==> config.mk <==
export PLATFORM = sky130hd
export DESIGN_NAME = draw_arbiter
export DESIGN_NICKNAME = d
export VERILOG_FILES = /design/src/rtl/draw_arbiter.sv
export SDC_FILE = /design/constraint.sdc
export NUM_CORES = 1
export LEC_CHECK = 0
export BUFFER_PORTS_ARGS = -buffer_cell sky130_fd_sc_hd__buf_2
export CAP_MARGIN = 10
export CORE_ASPECT_RATIO = 1.4
export CORE_MARGIN = 4
export CORE_UTILIZATION = 53
export DETAILED_ROUTE_END_ITERATION = 10
export PLACE_DENSITY_LB_ADDON = 0.1
export SYNTH_ARGS = -nofsm -noshare
export SYNTH_HDL_FRONTEND = slang
export SYNTH_SLANG_ARGS = --single-unit
==> constraint.sdc <==
create_clock -name clock -period 7.2 [get_ports clock]
set_input_delay 0.36 -clock clock [delete_from_list [all_inputs] [get_ports clock]]
set_output_delay 0.36 -clock clock [all_outputs]
set_load 0.05 [all_outputs]
==> src/rtl/draw_arbiter.sv <==
// rtl/draw_arbiter.sv - round-robin arbiter sharing one sprite drawer among three requesters
module draw_arbiter #(
    parameter int TIMEOUT_CYCLES = 131072
) (
    input  logic       clock,
    input  logic       resetn,
    input  logic [2:0] req,
    input  logic [8:0] x0,
    input  logic [8:0] x1,
    input  logic [8:0] x2,
    input  logic [7:0] y0,
    input  logic [7:0] y1,
    input  logic [7:0] y2,
    input  logic [1:0] spr0,
    input  logic [1:0] spr1,
    input  logic [1:0] spr2,
    input  logic       drw_done,
    output logic       drw_start,
    output logic [8:0] drw_x,
    output logic [7:0] drw_y,
    output logic [1:0] drw_spr,
    output logic [2:0] grant,
    output logic [2:0] done,
    output logic       timeout_err
);

    typedef enum logic [1:0] {
        IDLE  = 2'd0,
        START = 2'd1,
        BUSY  = 2'd2,
        DONE  = 2'd3
    } state_t;

    localparam logic [16:0] LIMIT = 17'(TIMEOUT_CYCLES - 1);

    state_t      state_q, state_d;
    logic [1:0]  winner_q, winner_d;
    logic [1:0]  last_q, last_d;
    logic [16:0] cnt_q, cnt_d;
    logic        start_q, start_d;
    logic [8:0]  x_q, x_d;
    logic [7:0]  y_q, y_d;
    logic [1:0]  spr_q, spr_d;
    logic [2:0]  grant_q, grant_d;
    logic [2:0]  done_q, done_d;
    logic        terr_q, terr_d;
    logic [1:0]  pick;

    // Search order starts one past the previous winner, wrapping modulo 3.
    function automatic logic [1:0] rr_pick(input logic [2:0] r, input logic [1:0] last);
        logic [1:0] p0, p1, p2;
        case (last)
            2'd0:    begin p0 = 2'd1; p1 = 2'd2; p2 = 2'd0; end
            2'd1:    begin p0 = 2'd2; p1 = 2'd0; p2 = 2'd1; end
            default: begin p0 = 2'd0; p1 = 2'd1; p2 = 2'd2; end
        endcase
        if (r[p0])      rr_pick = p0;
        else if (r[p1]) rr_pick = p1;
        else            rr_pick = p2;
    endfunction

    function automatic logic [2:0] onehot(input logic [1:0] w);
        onehot = 3'b001 << w;
    endfunction

    assign pick = rr_pick(req, last_q);

    always_comb begin
        state_d  = state_q;
        winner_d = winner_q;
        last_d   = last_q;
        cnt_d    = cnt_q;
        x_d      = x_q;
        y_d      = y_q;
        spr_d    = spr_q;
        grant_d  = grant_q;
        start_d  = 1'b0;
        done_d   = 3'b000;
        terr_d   = 1'b0;
        case (state_q)
            IDLE: begin
                if (|req) begin
                    state_d  = START;
                    winner_d = pick;
                    grant_d  = onehot(pick);
                    start_d  = 1'b1;
                    case (pick)
                        2'd0:    begin x_d = x0; y_d = y0; spr_d = spr0; end
                        2'd1:    begin x_d = x1; y_d = y1; spr_d = spr1; end
                        default: begin x_d = x2; y_d = y2; spr_d = spr2; end
                    endcase
                end
            end
            START: begin
                state_d = BUSY;
                cnt_d   = 17'd0;
            end
            BUSY: begin
                // A completion in the limit cycle still counts as a normal finish.
                if (drw_done) begin
                    state_d = DONE;
                    done_d  = onehot(winner_q);
                end else if (cnt_q == LIMIT) begin
                    state_d = DONE;
                    done_d  = onehot(winner_q);
                    terr_d  = 1'b1;
                end else begin
                    cnt_d = cnt_q + 17'd1;
                end
            end
            DONE: begin
                state_d = IDLE;
                grant_d = 3'b000;
                last_d  = winner_q;
            end
            default: state_d = IDLE;
        endcase
    end

    always_ff @(posedge clock or negedge resetn) begin
        if (!resetn) begin
            state_q  <= IDLE;
            winner_q <= 2'd0;
            last_q   <= 2'd2;
            cnt_q    <= 17'd0;
            start_q  <= 1'b0;
            x_q      <= 9'd0;
            y_q      <= 8'd0;
            spr_q    <= 2'd0;
            grant_q  <= 3'b000;
            done_q   <= 3'b000;
            terr_q   <= 1'b0;
        end else begin
            state_q  <= state_d;
            winner_q <= winner_d;
            last_q   <= last_d;
            cnt_q    <= cnt_d;
            start_q  <= start_d;
            x_q      <= x_d;
            y_q      <= y_d;
            spr_q    <= spr_d;
            grant_q  <= grant_d;
            done_q   <= done_d;
            terr_q   <= terr_d;
        end
    end

    assign drw_start   = start_q;
    assign drw_x       = x_q;
    assign drw_y       = y_q;
    assign drw_spr     = spr_q;
    assign grant       = grant_q;
    assign done        = done_q;
    assign timeout_err = terr_q;

endmodule

# Yosys cells after proc, flatten, opt, wreduce, memory -nomap -nowiden
# Cells that the tools add are included.
[word_totals]
ff_bits = 50
latchBits = 0
ramBits = 0
rom_bits = 0
inputBits = 63
output_inout_bits = 27
mem_count = 0
[op_classes]
addsub = 1
multipliers = 0
div = 0
order_cmp = 2
n_eq_ne = 10
n_shift = 2
n_mux = 29
bitwise_logic = 0
reduce_logical = 10
[op_table]
columns = ["operator", "count"]
rows = [
  ["17-bit 2-to-1 mux", 2],
  ["17-bit one-hot mux with 2 select lines", 1],
  ["9-bit one-hot mux with 2 select lines", 1],
  ["17-bit by 1-bit adder with 17-bit output, second input constant", 1],
  ["17-bit == test, second input constant", 1],
  ["2-bit one-hot mux with 2 select lines", 4],
  ["8-bit one-hot mux with 2 select lines", 1],
  ["3-bit 2-to-1 mux", 4],
  ["2-bit 2-to-1 mux", 5],
  ["2-bit one-hot mux with 4 select lines", 1],
  ["1-bit 2-to-1 mux", 7],
  ["2-bit by 1-bit == test with 1-bit output, second input constant", 3],
  ["2-bit zero test", 3],
  ["2-bit by 3-bit < comparator with 1-bit output, second input constant", 2],
  ["2-bit inequality test, second input constant", 3],
  ["3-bit one-hot mux with 2 select lines", 1],
  ["2-bit AND reduction", 3],
  ["1-bit by 2-bit << shifter with 3-bit output, first input constant", 2],
  ["1-bit binary-select mux with 2-bit select", 2],
  ["2-bit == test, second input constant", 2],
  ["2-bit nonzero test", 2],
  ["3-bit inequality test, second input constant", 1],
  ["3-bit AND reduction", 1],
  ["3-bit OR reduction", 1],
]

# Logic depth before layout (Yosys ltp)
# Gate-level depths: netlist of run 1.
[logic_depth]
ltp_word = 9
ltp_mapped = 10
mapped_depth_nobuf = 9

# Least setup slack after synthesis of run 1
# No wires, ideal clock.
[synth_timing]
kind = "register to register"
startpoint = "reg cnt_q[0]"
endpoint = "reg cnt_q[13]"
t_arrival_ps = 2322
required_time_ps = 7117
slack_ps = 4795
stages_incl_launch_ff = 10
path_buffers = 0
path_cell_list = "dfrtp_1 -> ha_1 -> nand3_1 -> nor2_1 -> and3_1 -> ha_1 -> or3b_1 -> a211o_1 -> or4_1 -> o21ai_0"
[synth_via]
elab_chain_len = 4
[synth_lines]
columns = ["item", "line", "text"]
rows = [
  ["from (decl)", "39", "logic [16:0] cnt_q, cnt_d;"],
  ["from (signal assigned)", "137", "cnt_q <= cnt_d;"],
  ["17-bit by 1-bit adder with 17-bit output", "108", "cnt_d = cnt_q + 17'd1;"],
  ["17-bit 2-to-1 mux", "103", "end else if (cnt_q == LIMIT) begin"],
  ["17-bit 2-to-1 mux", "100", "if (drw_done) begin"],
  ["17-bit one-hot mux with 2 select lines", "80", "case (state_q)"],
]
# Parallel ways exist; a longest one is shown, timed or not. The select of a mux whose other input is x is not followed.
# A chain may end at the register's enable or synchronous reset.

# Worst setup path in the final report of run 1
[layout_timing]
startpoint = "reg cnt_q[0]"
endpoint = "reg cnt_q[9]"
# The elaborated chain is that of the path after synthesis.

==> results of run 1 <==
metrics by stage:
| stage | hold WS [ns] | power [mW] | worst slack (ns) |
|---|---|---|---|
| after detailed placement | 0.489 | 1.11 | 4.47 |
| after floorplan | 0.0644 | 0.942 | 4.80 |
| final | 0.0460 | 1.26 | 4.45 |
| after CTS | 0.293 | 1.27 | 4.44 |
| after global routing | 0.0947 | 1.35 | 4.23 |
| after global placement | 0.481 | 1.10 | 4.54 |
sequential cells by signal, indices dropped and copies added (netlist names):
name,flops
drw_y,8
winner_q,2
drw_spr,2
cnt_q,17
grant,3
last_q,2
timeout_err,1
done,3
drw_x,9
drw_start,1
state_q,2
worst max path at each step:
stage / endpoint / slack (ns) / depth (start not counted) / startpoint
after global placement: cnt_q[13]$_DFFE_PN0P_ / 4.54 / 9 / cnt_q[0]$_DFFE_PN0P_
after CTS: cnt_q[9]$_DFFE_PN0P_ / 4.44 / 9 / cnt_q[0]$_DFFE_PN0P_
after floorplan: cnt_q[13]$_DFFE_PN0P_ / 4.80 / 9 / cnt_q[0]$_DFFE_PN0P_
after detailed placement: cnt_q[9]$_DFFE_PN0P_ / 4.47 / 9 / cnt_q[0]$_DFFE_PN0P_
final: cnt_q[9]$_DFFE_PN0P_ / 4.45 / 9 / cnt_q[0]$_DFFE_PN0P_
after global routing: cnt_q[13]$_DFFE_PN0P_ / 4.23 / 9 / cnt_q[0]$_DFFE_PN0P_
logic make-up (layout without fill, tap and decap cells):
kind of cell    Yosys count  in the layout  share of synthesized area
xor+xnor                  5              5                     0.0173
flops                    50             50                      0.494
buf+inv                  36            120                     0.0577
mux                       2              2                    0.00888
simple gates             99             99                      0.195
compound gates           72             72                      0.193
fa+ha+maj                 7              7                     0.0345
layout by cell type (no fill, tap or decap), types with 2 or more instances in the layout:
cell type,count
a21oi_1,8
a221oi_1,18
a22o_1,3
a31oi_1,3
and3_1,3
buf_2,89
clkbuf_8,6
dfrtp_1,49
ha_1,7
inv_1,23
mux2_2,2
nand2_1,20
nand2b_1,2
nand3_1,12
nand4_1,4
nor2_1,32
nor2b_1,3
nor3_1,4
nor3b_1,2
nor4_1,2
o21ai_0,15
o22ai_1,18
or3_1,6
xnor2_1,3
xor2_1,2
routing by layer:
layer | vias to the layer above | global-route usage | routed length (um)
met1 | 1100 | 0.271 | 2530
met5 | - | 0 | 0
met3 | 5 | 0.0387 | 290
met2 | 60 | 0.372 | 3100
met4 | 0 | 0.0508 | 63
li1 | 1148 | - | -
report_power, final:
group / internal [mW] / switching (mW) / total, mW / leakage, nW
Combinational: 0.188 / 0.484 / 0.672 / 0.866
Clock: 0.0742 / 0.0845 / 0.159 / 0.0431
Sequential: 0.373 / 0.0588 / 0.432 / 0.630
cell type report:
type / count / share of cell area
Timing Repair Buffer: 91 / 0.152
Clock buffer: 6 / 0.0265
Inverter: 23 / 0.0277
Sequential cell: 50 / 0.402
Multi-Input combinational cell: 185 / 0.367
Tap cell: 62 / 0.0249
==> impl_results.md, run 1 <==
- Maxcap violations: 0
- WL/cell: 14.3 um
- Clock Tree Root: clkbuf_8
- Seq cells post-synth: 50
- Mapped Avg Cell Area: 9.36 sq um
- Synth Flop Type: dfrtp_1
- HPWL after detailed placement: 4420 um
- Fin cells: 417
- Arr. time, crit path: 2.97 ns
- Remaining Overflow, GRT: 0
- CTS sink count: 50
- I/O Buffers: 89
- Unrepaired setup endpoints after global routing: false
- Synth area leader: dfrtp_1
- Post-CTS sizing: 0
- Reg clk slew, reported paths: 0.08 ns
- Post-CTS setup buffers: 0
- Vias in the first global route: 2332
- Most frequent cells after synthesis: dfrtp_1, nor2_1, inv_1, nand2_1
- Post-synth EDFFs: 0
- CP bufs+invs: 0
- Period utilisation layout: 0.382
- Filler cell count: 406
- Initial DRC Count: 114
- Cell family with most CP delay: simple AND/OR/NAND/NOR gates
- Gr usage total: 0.214
- Post-DP Area: 0.00301 sq mm
- Worst skew pair latency: 0.30 ns
- Skew final: 0.00486 ns
- Starting density of the core: 0.555
- Reg-to-reg slack, setup: 4.45 ns
- Routed WL: 5980 um
- Warnings from Yosys: 0
- Core ar.: 0.00457 sq mm
- Crit path kind: reg2reg
- Crit Reg-Reg Startpoint: cnt_q[0]$_DFFE_PN0P_
- Min Tclk post-route: 2.75 ns
- Count leader, synth: dfrtp_1
- Share of cells above drive strength 1: 0.301
- CP Max Fanout: 11
- Hold bufs inserted after CTS: 0
- Routed via count: 2313
- Achievable frequency: 364 MHz
- Reg2reg end: cnt_q[9]$_DFFE_PN0P_
- FFs w/ async S/R, synth: 1.00
- Die area: 0.00597 sq mm
- Antenna violations before repair: 0
- Largest cells by area after synthesis: dfrtp_1, a221oi_1, nor2_1
- Initial DRT Pass Iterations: 4
- Mapped Area: 0.00254 sq mm
- Slowest CP cell: or3b_1
- Post-synth cell types: 44
- # rows: 29
- PwrDens: 405 mW/mm^2
- Yosys top cell area share: 0.483
- Worst slew pin tran: 0.878 ns
- CTS tree: built
- Critical path's most frequent cell: ha_1
- Final setup fails: 0
- Routed Antenna Nets: 0
- Final Core Density: 0.681
- Area of the multi-input gates: 0.00114 sq mm
- DP Cell Count: 410
- Hold Vio Cnt, Final: 0
- Area Overhead vs Synth: 22.8%
- Layout Nets: 426
- Leak pwr: 1.54 nW
- Cell Chain, Critical Path: ha_1 -> nand3_1 -> nor2_1 -> and3_1 -> ha_1 -> or3b_1 -> a211o_1 -> or3_1 -> a21oi_1
- H-tree levels: 2
- CTS buffer count: 5
- Setup_tns: 0 ns
- Drt drc: 0
- Largest net degree at the start of global routing: 51
- Total I/O pin count: 90
- CP endpoint kind: flip-flop
- Slew Limit Fails: 0
- Max rail drop VDD: 0.267 mV
- Register area share after synthesis: 0.494
- Syn Nets: 341
- Status: completed
- Register area: 0.00125 sq mm
- Routability cong.: 0.847
- First-pass GRT wire length: 10400 um
- Worst Path Required: 7.42 ns
- Clock Tree Buf Depth: 2
- Die width: 66.5 um
- Hold Crit Class: in2async
- Crit path largest cell delay: 0.52 ns
- R2R depth: 9
- Relative slew slack: 0.414
- Design Area, Final: 0.00311 sq mm
- Chip Height: 89.9 um
- Via/cell ratio: 5.55
- Worst setup SP type: flip-flop
- Synthesized instance count: 271
- Diode count: 0
Note: power is estimated with default switching activity, not from simulation.
==> run 2, diff against run 1 <==
--- a/config.mk
+++ b/config.mk
@@ -5,11 +5,12 @@
 export SDC_FILE = /design/constraint.sdc
 export NUM_CORES = 1
 export LEC_CHECK = 0
+export ABC_AREA = 1
 export BUFFER_PORTS_ARGS = -buffer_cell sky130_fd_sc_hd__buf_2
 export CAP_MARGIN = 10
 export CORE_ASPECT_RATIO = 1.4
 export CORE_MARGIN = 4
-export CORE_UTILIZATION = 53
+export CORE_UTILIZATION = 47
 export DETAILED_ROUTE_END_ITERATION = 10
 export PLACE_DENSITY_LB_ADDON = 0.1
 export SYNTH_ARGS = -nofsm -noshare
==> constraint.sdc (replaced) <==
create_clock -name clock -period 2.5 [get_ports clock]
set_input_delay 0.125 -clock clock [delete_from_list [all_inputs] [get_ports clock]]
set_output_delay 0.125 -clock clock [all_outputs]
set_load 0.05 [all_outputs]
==> impl_results.md, run 2 <==
- Vias in the first global route: 2803 (+20%)
- CTS tree: built
- Worst skew pair latency: 0.30 ns (about the same)
- Relative slew slack: 0.625 (+0.211)
- Setup_tns: 0 ns (unchanged)
- Register area share after synthesis: 0.413 (-0.0812)
- Routed Antenna Nets: 0 (unchanged)
- Post-synth EDFFs: 0 (unchanged)
- Synthesized instance count: 416 (+54%)
- Layout Nets: 574 (+35%)
- Crit Reg-Reg Startpoint: cnt_q[0]$_DFFE_PN0P_
- CTS sink count: 50 (unchanged)
- Max rail drop VDD: 0.402 mV (+51%)
- Starting density of the core: 0.485 (-0.0693)
- Crit path kind: reg2reg
- Slew Limit Fails: 0 (unchanged)
- Clock Tree Buf Depth: 2 (unchanged)
- Design Area, Final: 0.00360 sq mm (+16%)
- Initial DRC Count: 154 (+35%)
- Core ar.: 0.00625 sq mm (+37%)
- Gr usage total: 0.195 (-0.0190)
- Die area: 0.00783 sq mm (+31%)
- Crit path from: cnt_q[0]$_DFFE_PN0P_
- Most frequent cells in the layout: nand2_1, buf_2, inv_1, nor2_1, dfrtp_1
- Drt drc: 0 (unchanged)
- Seq cells post-synth: 50 (unchanged)
- Skew final: 0.00956 ns (+0.00470 ns)
- Unrepaired setup endpoints after global routing: false
- Routed via count: 2832 (+22%)
- Worst Path Required: 2.68 ns (-4.74 ns)
- Period utilisation layout: 0.867 (+0.485)
- Final setup fails: 0 (unchanged)
- Post-DP Area: 0.00350 sq mm (+16%)
- I/O Buffers: 89 (unchanged)
- Leak pwr: 1.98 nW (+29%)
- Commonest non-fill, non-tap cell in the layout: nand2_1
- Achievable frequency: 461 MHz (+27%)
- Remaining Overflow, GRT: 0 (unchanged)
- Most frequent cells after synthesis: nand2_1, inv_1, nor2_1, dfrtp_1, nand3_1
- Hold_sp: drw_done
- Antenna violations before repair: 0 (unchanged)
- Final Core Density: 0.576 (-0.105)
- HPWL after detailed placement: 5560 um (+26%)
- H-tree levels: 2 (unchanged)
- Post-synth cell types: 35 (-20%)
- Arr. time, crit path: 2.35 ns (-0.62 ns)
- Power consumption: 4.07 mW (+220%)
- Clock Tree Root: clkbuf_8
- Max reg flops: 17 (unchanged)
- CP Max Fanout: 12 (+1)
- Mapped Avg Cell Area: 7.30 sq um (-22%)
- Routability cong.: 0.907 (+7.2%)
- Worst setup SP type: flip-flop
- Reg clk slew, reported paths: 0.09 ns (about the same)
- Status: completed
- Area Overhead vs Synth: 18.7%
- First-pass GRT wire length: 12600 um (+21%)
- Share of cells above drive strength 1: 0.255 (-0.0460)
- Warnings from Yosys: 0 (unchanged)
- Total I/O pin count: 90 (unchanged)
- Initial DRT Pass Iterations: 4 (unchanged)
- Largest Register: cnt_q
- # rows: 34 (+17%)
- Reg-to-reg slack, setup: 0.33 ns (-4.12 ns)
- Yosys top cell area share: 0.404 (-0.0795)
- Min Tclk post-route: 2.17 ns (-0.581 ns)
- Count leader, synth: nand2_1
- Via/cell ratio: 4.91 (-12%)
- Chip Height: 103 um (+15%)
- WL/cell: 13.0 um (-9.4%)
- PwrDens: 1130 mW/mm^2 (+180%)
- FFs w/ async S/R, synth: 1.00 (unchanged)
- Largest cells by area after synthesis: dfrtp_1, nand2_1, inv_1
- Die width: 75.9 um (+14%)
- Post-CTS setup buffers: 0 (unchanged)
- Maxcap violations: 0 (unchanged)
- Mapped Area: 0.00304 sq mm (+20%)
- Diode count: 0 (unchanged)
- CTS buffer count: 5 (unchanged)
- Hold Vio Cnt, Final: 0 (unchanged)
- Synth area leader: dfrtp_1
- Routed WL: 7500 um (+25%)
- Syn Nets: 486 (+43%)
- Hold Crit Class: in2reg
- CP endpoint kind: flip-flop
- Worst slew pin tran: 0.562 ns (-0.316 ns)
- Synth Flop Type: dfrtp_1
- Largest net degree at the start of global routing: 51 (unchanged)
run 2: layout make-up:
class | count | area (sq um)
fill | 631 | 2650
clock inverter | 1 | 5.00
clock buffer | 7 | 86.3
tap | 72 | 90.1
inverter | 71 | 269
multi-input combinational | 283 | 1410
timing repair buffer | 93 | 490
sequential | 50 | 1250
run 2: metal layers:
metal / vias up / part of all wire / global-route usage
met1: 1267 / 0.41 / 0.223
li1: 1473 / - / -
met3: 7 / 0.059 / 0.0341
met2: 85 / 0.52 / 0.369
met4: 0 / 0.011 / 0.0616
met5: - / 0 / 0
run 2: logic make-up (layout without fill, tap and decap cells):
family          count (synthesis)  in the layout  share of synthesized area
flops                          50             50                      0.413
buf+inv                        83            172                      0.123
fa+ha+maj                       7              7                     0.0289
compound gates                 33             33                     0.0610
simple gates                  243            243                      0.374
run 2: final timing paths:
check                                              to  depth (start not counted)
min in group asynchronous         drw_start$_DFF_PN0_                          3
worst min register to register  last_q[1]$_DFFE_PN1P_                          2
worst max register to register  cnt_q[12]$_DFFE_PN0P_                         13
worst max-delay path            cnt_q[12]$_DFFE_PN0P_                         13
max in group asynchronous       last_q[1]$_DFFE_PN1P_                          3
worst min-delay path            timeout_err$_DFF_PN0_                          2
run 2: per-stage QoR:
step	setup slack [ns]	hold WS, ns	instances
final	0.332	0.0398	577
after global routing	0.113	0.0291	577
after CTS	0.336	0.0326	577
after detailed placement	0.358	0.135	568
after global placement	0.467	0.136	568
after floorplan	0.594	-0.171	416
run 2: critical path: stages, from the launching register on:
cell and delay [ns]:
dfrtp_1 0.42, ha_1 0.19, nand2_1 0.11, nor2_4 0.19
inv_1 0.05, nor4_1 0.19, ha_1 0.21, nor2_1 0.06
nand2_2 0.10, nand2_4 0.12, inv_4 0.13, nor2_2 0.06
a21oi_1 0.17, nor3_2 0.05
run 2: what timing repair did:
item	in CTS	in global routing
endpoints found under the hold margin	49	0
hold buffers	1	0
gates resized for setup	0	0
run 2: power by group:
part           leakage, nW  switching [mW]  internal [mW]  total (mW)
combinational         1.30            1.71          0.641        2.35
sequential           0.627           0.154           1.08        1.23
clock               0.0482           0.260          0.224       0.484
total                 1.98            2.12           1.94        4.07
==> run 3, diff against run 2 <==
--- a/config.mk
+++ b/config.mk
@@ -10,7 +10,7 @@
 export CAP_MARGIN = 10
 export CORE_ASPECT_RATIO = 1.4
 export CORE_MARGIN = 4
-export CORE_UTILIZATION = 47
+export CORE_UTILIZATION = 56
 export DETAILED_ROUTE_END_ITERATION = 10
 export PLACE_DENSITY_LB_ADDON = 0.1
 export SYNTH_ARGS = -nofsm -noshare
==> constraint.sdc (replaced) <==
create_clock -name clock -period 2.6 [get_ports clock]
set_input_delay 0.13 -clock clock [delete_from_list [all_inputs] [get_ports clock]]
set_output_delay 0.13 -clock clock [all_outputs]
set_load 0.05 [all_outputs]
==> impl_results.md, run 3 (same netlist as run 2, synthesis figures left out) <==
- Unrepaired setup endpoints after global routing: false
- Metal2 WL: 3900 um (+0.18%)
- Diode count: 0 (unchanged)
- Via/cell ratio: 5.12 (+4.3%)
- Largest net degree at the start of global routing: 43 (-16%)
- Leak pwr: 1.97 nW (-0.49%)
- Largest Register: cnt_q
- Gr usage total: 0.234 (+0.0389)
- Vias in the first global route: 2856 (+1.9%)
- Share of cells above drive strength 1: 0.254 (-0.00148)
- Crit path kind: reg2reg
- Wl on met1: 3080 um (about the same)
- Routed WL: 7470 um (-0.35%)
- Remaining Overflow, GRT: 0 (unchanged)
- Worst skew pair latency: 0.31 ns (about the same)
- PwrDens: 1090 mW/mm^2 (-3.6%)
- Starting density of the core: 0.584 (+0.0986)
- Hold bufs inserted after CTS: 1 (unchanged)
- I/O Buffers: 89 (unchanged)
- Total I/O pin count: 90 (unchanged)
- Skew final: 0.0152 ns (+0.00562 ns)
- Clock Tree Buf Depth: 2 (unchanged)
- Commonest non-fill, non-tap cell in the layout: nand2_1
- Reg clk slew, reported paths: 0.08 ns (about the same)
- Routability cong.: 0.915 (+0.79%)
- Worst slew pin tran: 0.626 ns (+0.0643 ns)
- Pre-CTS setup slack: 0.438 ns (+0.0802 ns)
- Post-CTS setup buffers: 0 (unchanged)
- Achievable frequency: 460 MHz (-0.27%)
- Layout Nets: 573 (-0.17%)
- Area Overhead vs Synth: 17.8%
- Most frequent cells in the layout: nand2_1, buf_2, inv_1, nor2_1, dfrtp_1
- Die area: 0.00668 sq mm (-15%)
- Hold Vio Cnt, Final: 0 (unchanged)
- Arr. time, crit path: 2.36 ns (about the same)
- Initial DRC Count: 184 (+19%)
- Fin cells: 570 (-1.2%)
- Max rail drop VDD: 0.593 mV (+47%)
- Die width: 70.2 um (-7.5%)
- Clock Tree Root: clkbuf_8
- Power consumption: 3.89 mW (-4.4%)
- Top sig layer: met4
- CTS sink count: 50 (unchanged)
- Routed Antenna Nets: 0 (unchanged)
- Design Area, Final: 0.00357 sq mm (-0.76%)
- HPWL after detailed placement: 5660 um (+1.8%)
- Initial DRT Pass Iterations: 5 (+1)
- CP endpoint kind: flip-flop
- Worst Path Required: 2.78 ns (+0.10 ns)
- Slew Limit Fails: 0 (unchanged)
- Post-CTS sizing: 0 (unchanged)
- Hold Crit Class: in2reg
- CP Max Fanout: 12 (unchanged)
- Setup_tns: 0 ns (unchanged)
- Met3 Routed Length: 377 um (-15%)
- Maxcap violations: 0 (unchanged)
- Status: completed
- Max reg flops: 17 (unchanged)
- First-pass GRT wire length: 12700 um (+1.3%)
- Post-DP Area: 0.00347 sq mm (-0.79%)
- Drt drc: 0 (unchanged)
- Period utilisation layout: 0.836 (-0.0311)
- CTS buffer count: 5 (unchanged)
- CTS tree: built
- Final Core Density: 0.688 (+0.112)
- Final setup fails: 0 (unchanged)
- # rows: 31 (-8.8%)
- Relative slew slack: 0.582 (-0.0429)
- Routed via count: 2918 (+3.0%)
- Min Tclk post-route: 2.17 ns (+0.00593 ns)
- Chip Height: 95.1 um (-7.7%)
- Final WS setup: 0.426 ns (+0.0941 ns)
- H-tree levels: 2 (unchanged)
- Filler cell count: 464 (-26%)
- Antenna violations before repair: 0 (unchanged)
- Hold Slack: 0.0392 ns (-0.000561 ns)
- DP Cell Count: 561 (-1.2%)
- Core ar.: 0.00520 sq mm (-17%)
- Worst setup SP type: flip-flop
- WL/cell: 13.1 um (+0.88%)
run 3: cell types whose count changed in the layout (fill, tap and decap cells not counted), sizes merged:
cell and delta:
buf -1
run 3: critical path, cell delays in order (launching register included):
cell     delay, ns
dfrtp_1       0.41
ha_1          0.18
nand2_1       0.10
nor2_4        0.18
inv_1         0.05
nor4_1        0.21
ha_1          0.23
nor2_1        0.07
nand2_2       0.10
nand2_4       0.12
inv_4         0.12
nor2_2        0.06
a21oi_1       0.17
nor3_2        0.05
run 3: path summary, 6_finish.rpt:
path	cells past startpoint	startpoint	slack [ns]	endpoint
max	13	cnt_q[0]$_DFFE_PN0P_	0.43	cnt_q[12]$_DFFE_PN0P_
min	2	drw_done	0.04	timeout_err$_DFF_PN0_
max reg2reg	13	cnt_q[0]$_DFFE_PN0P_	0.43	cnt_q[12]$_DFFE_PN0P_
min reg2reg	2	winner_q[1]$_DFFE_PN0P_	0.48	last_q[1]$_DFFE_PN1P_
max in group asynchronous	3	resetn	1.48	last_q[1]$_DFFE_PN1P_
min in group asynchronous	2	resetn	0.32	drw_x[8]$_DFFE_PN0P_
run 3: where the power goes:
part           internal (mW)  total, mW  switching [mW]
Clock                  0.215      0.466           0.251
Sequential              1.04       1.18           0.147
Combinational          0.604       2.24            1.64
run 3: cell type report:
class                           instances  area [sq um]  area share
Multi-Input combinational cell        283          1410       0.394
Tap cell                               66          82.6      0.0231
Timing Repair Buffer                   92           470       0.132
Clock buffer                            7          86.3      0.0242
Sequential cell                        50          1250       0.350
Inverter                               71           269      0.0753
Clock inverter                          1          5.00     0.00140
run 3: routing by layer:
layer	global-route usage	vias up
li1	-	1478
met1	0.261	1344
met2	0.444	86
met3	0.0443	10
met4	0.0767	0
met5	0	-
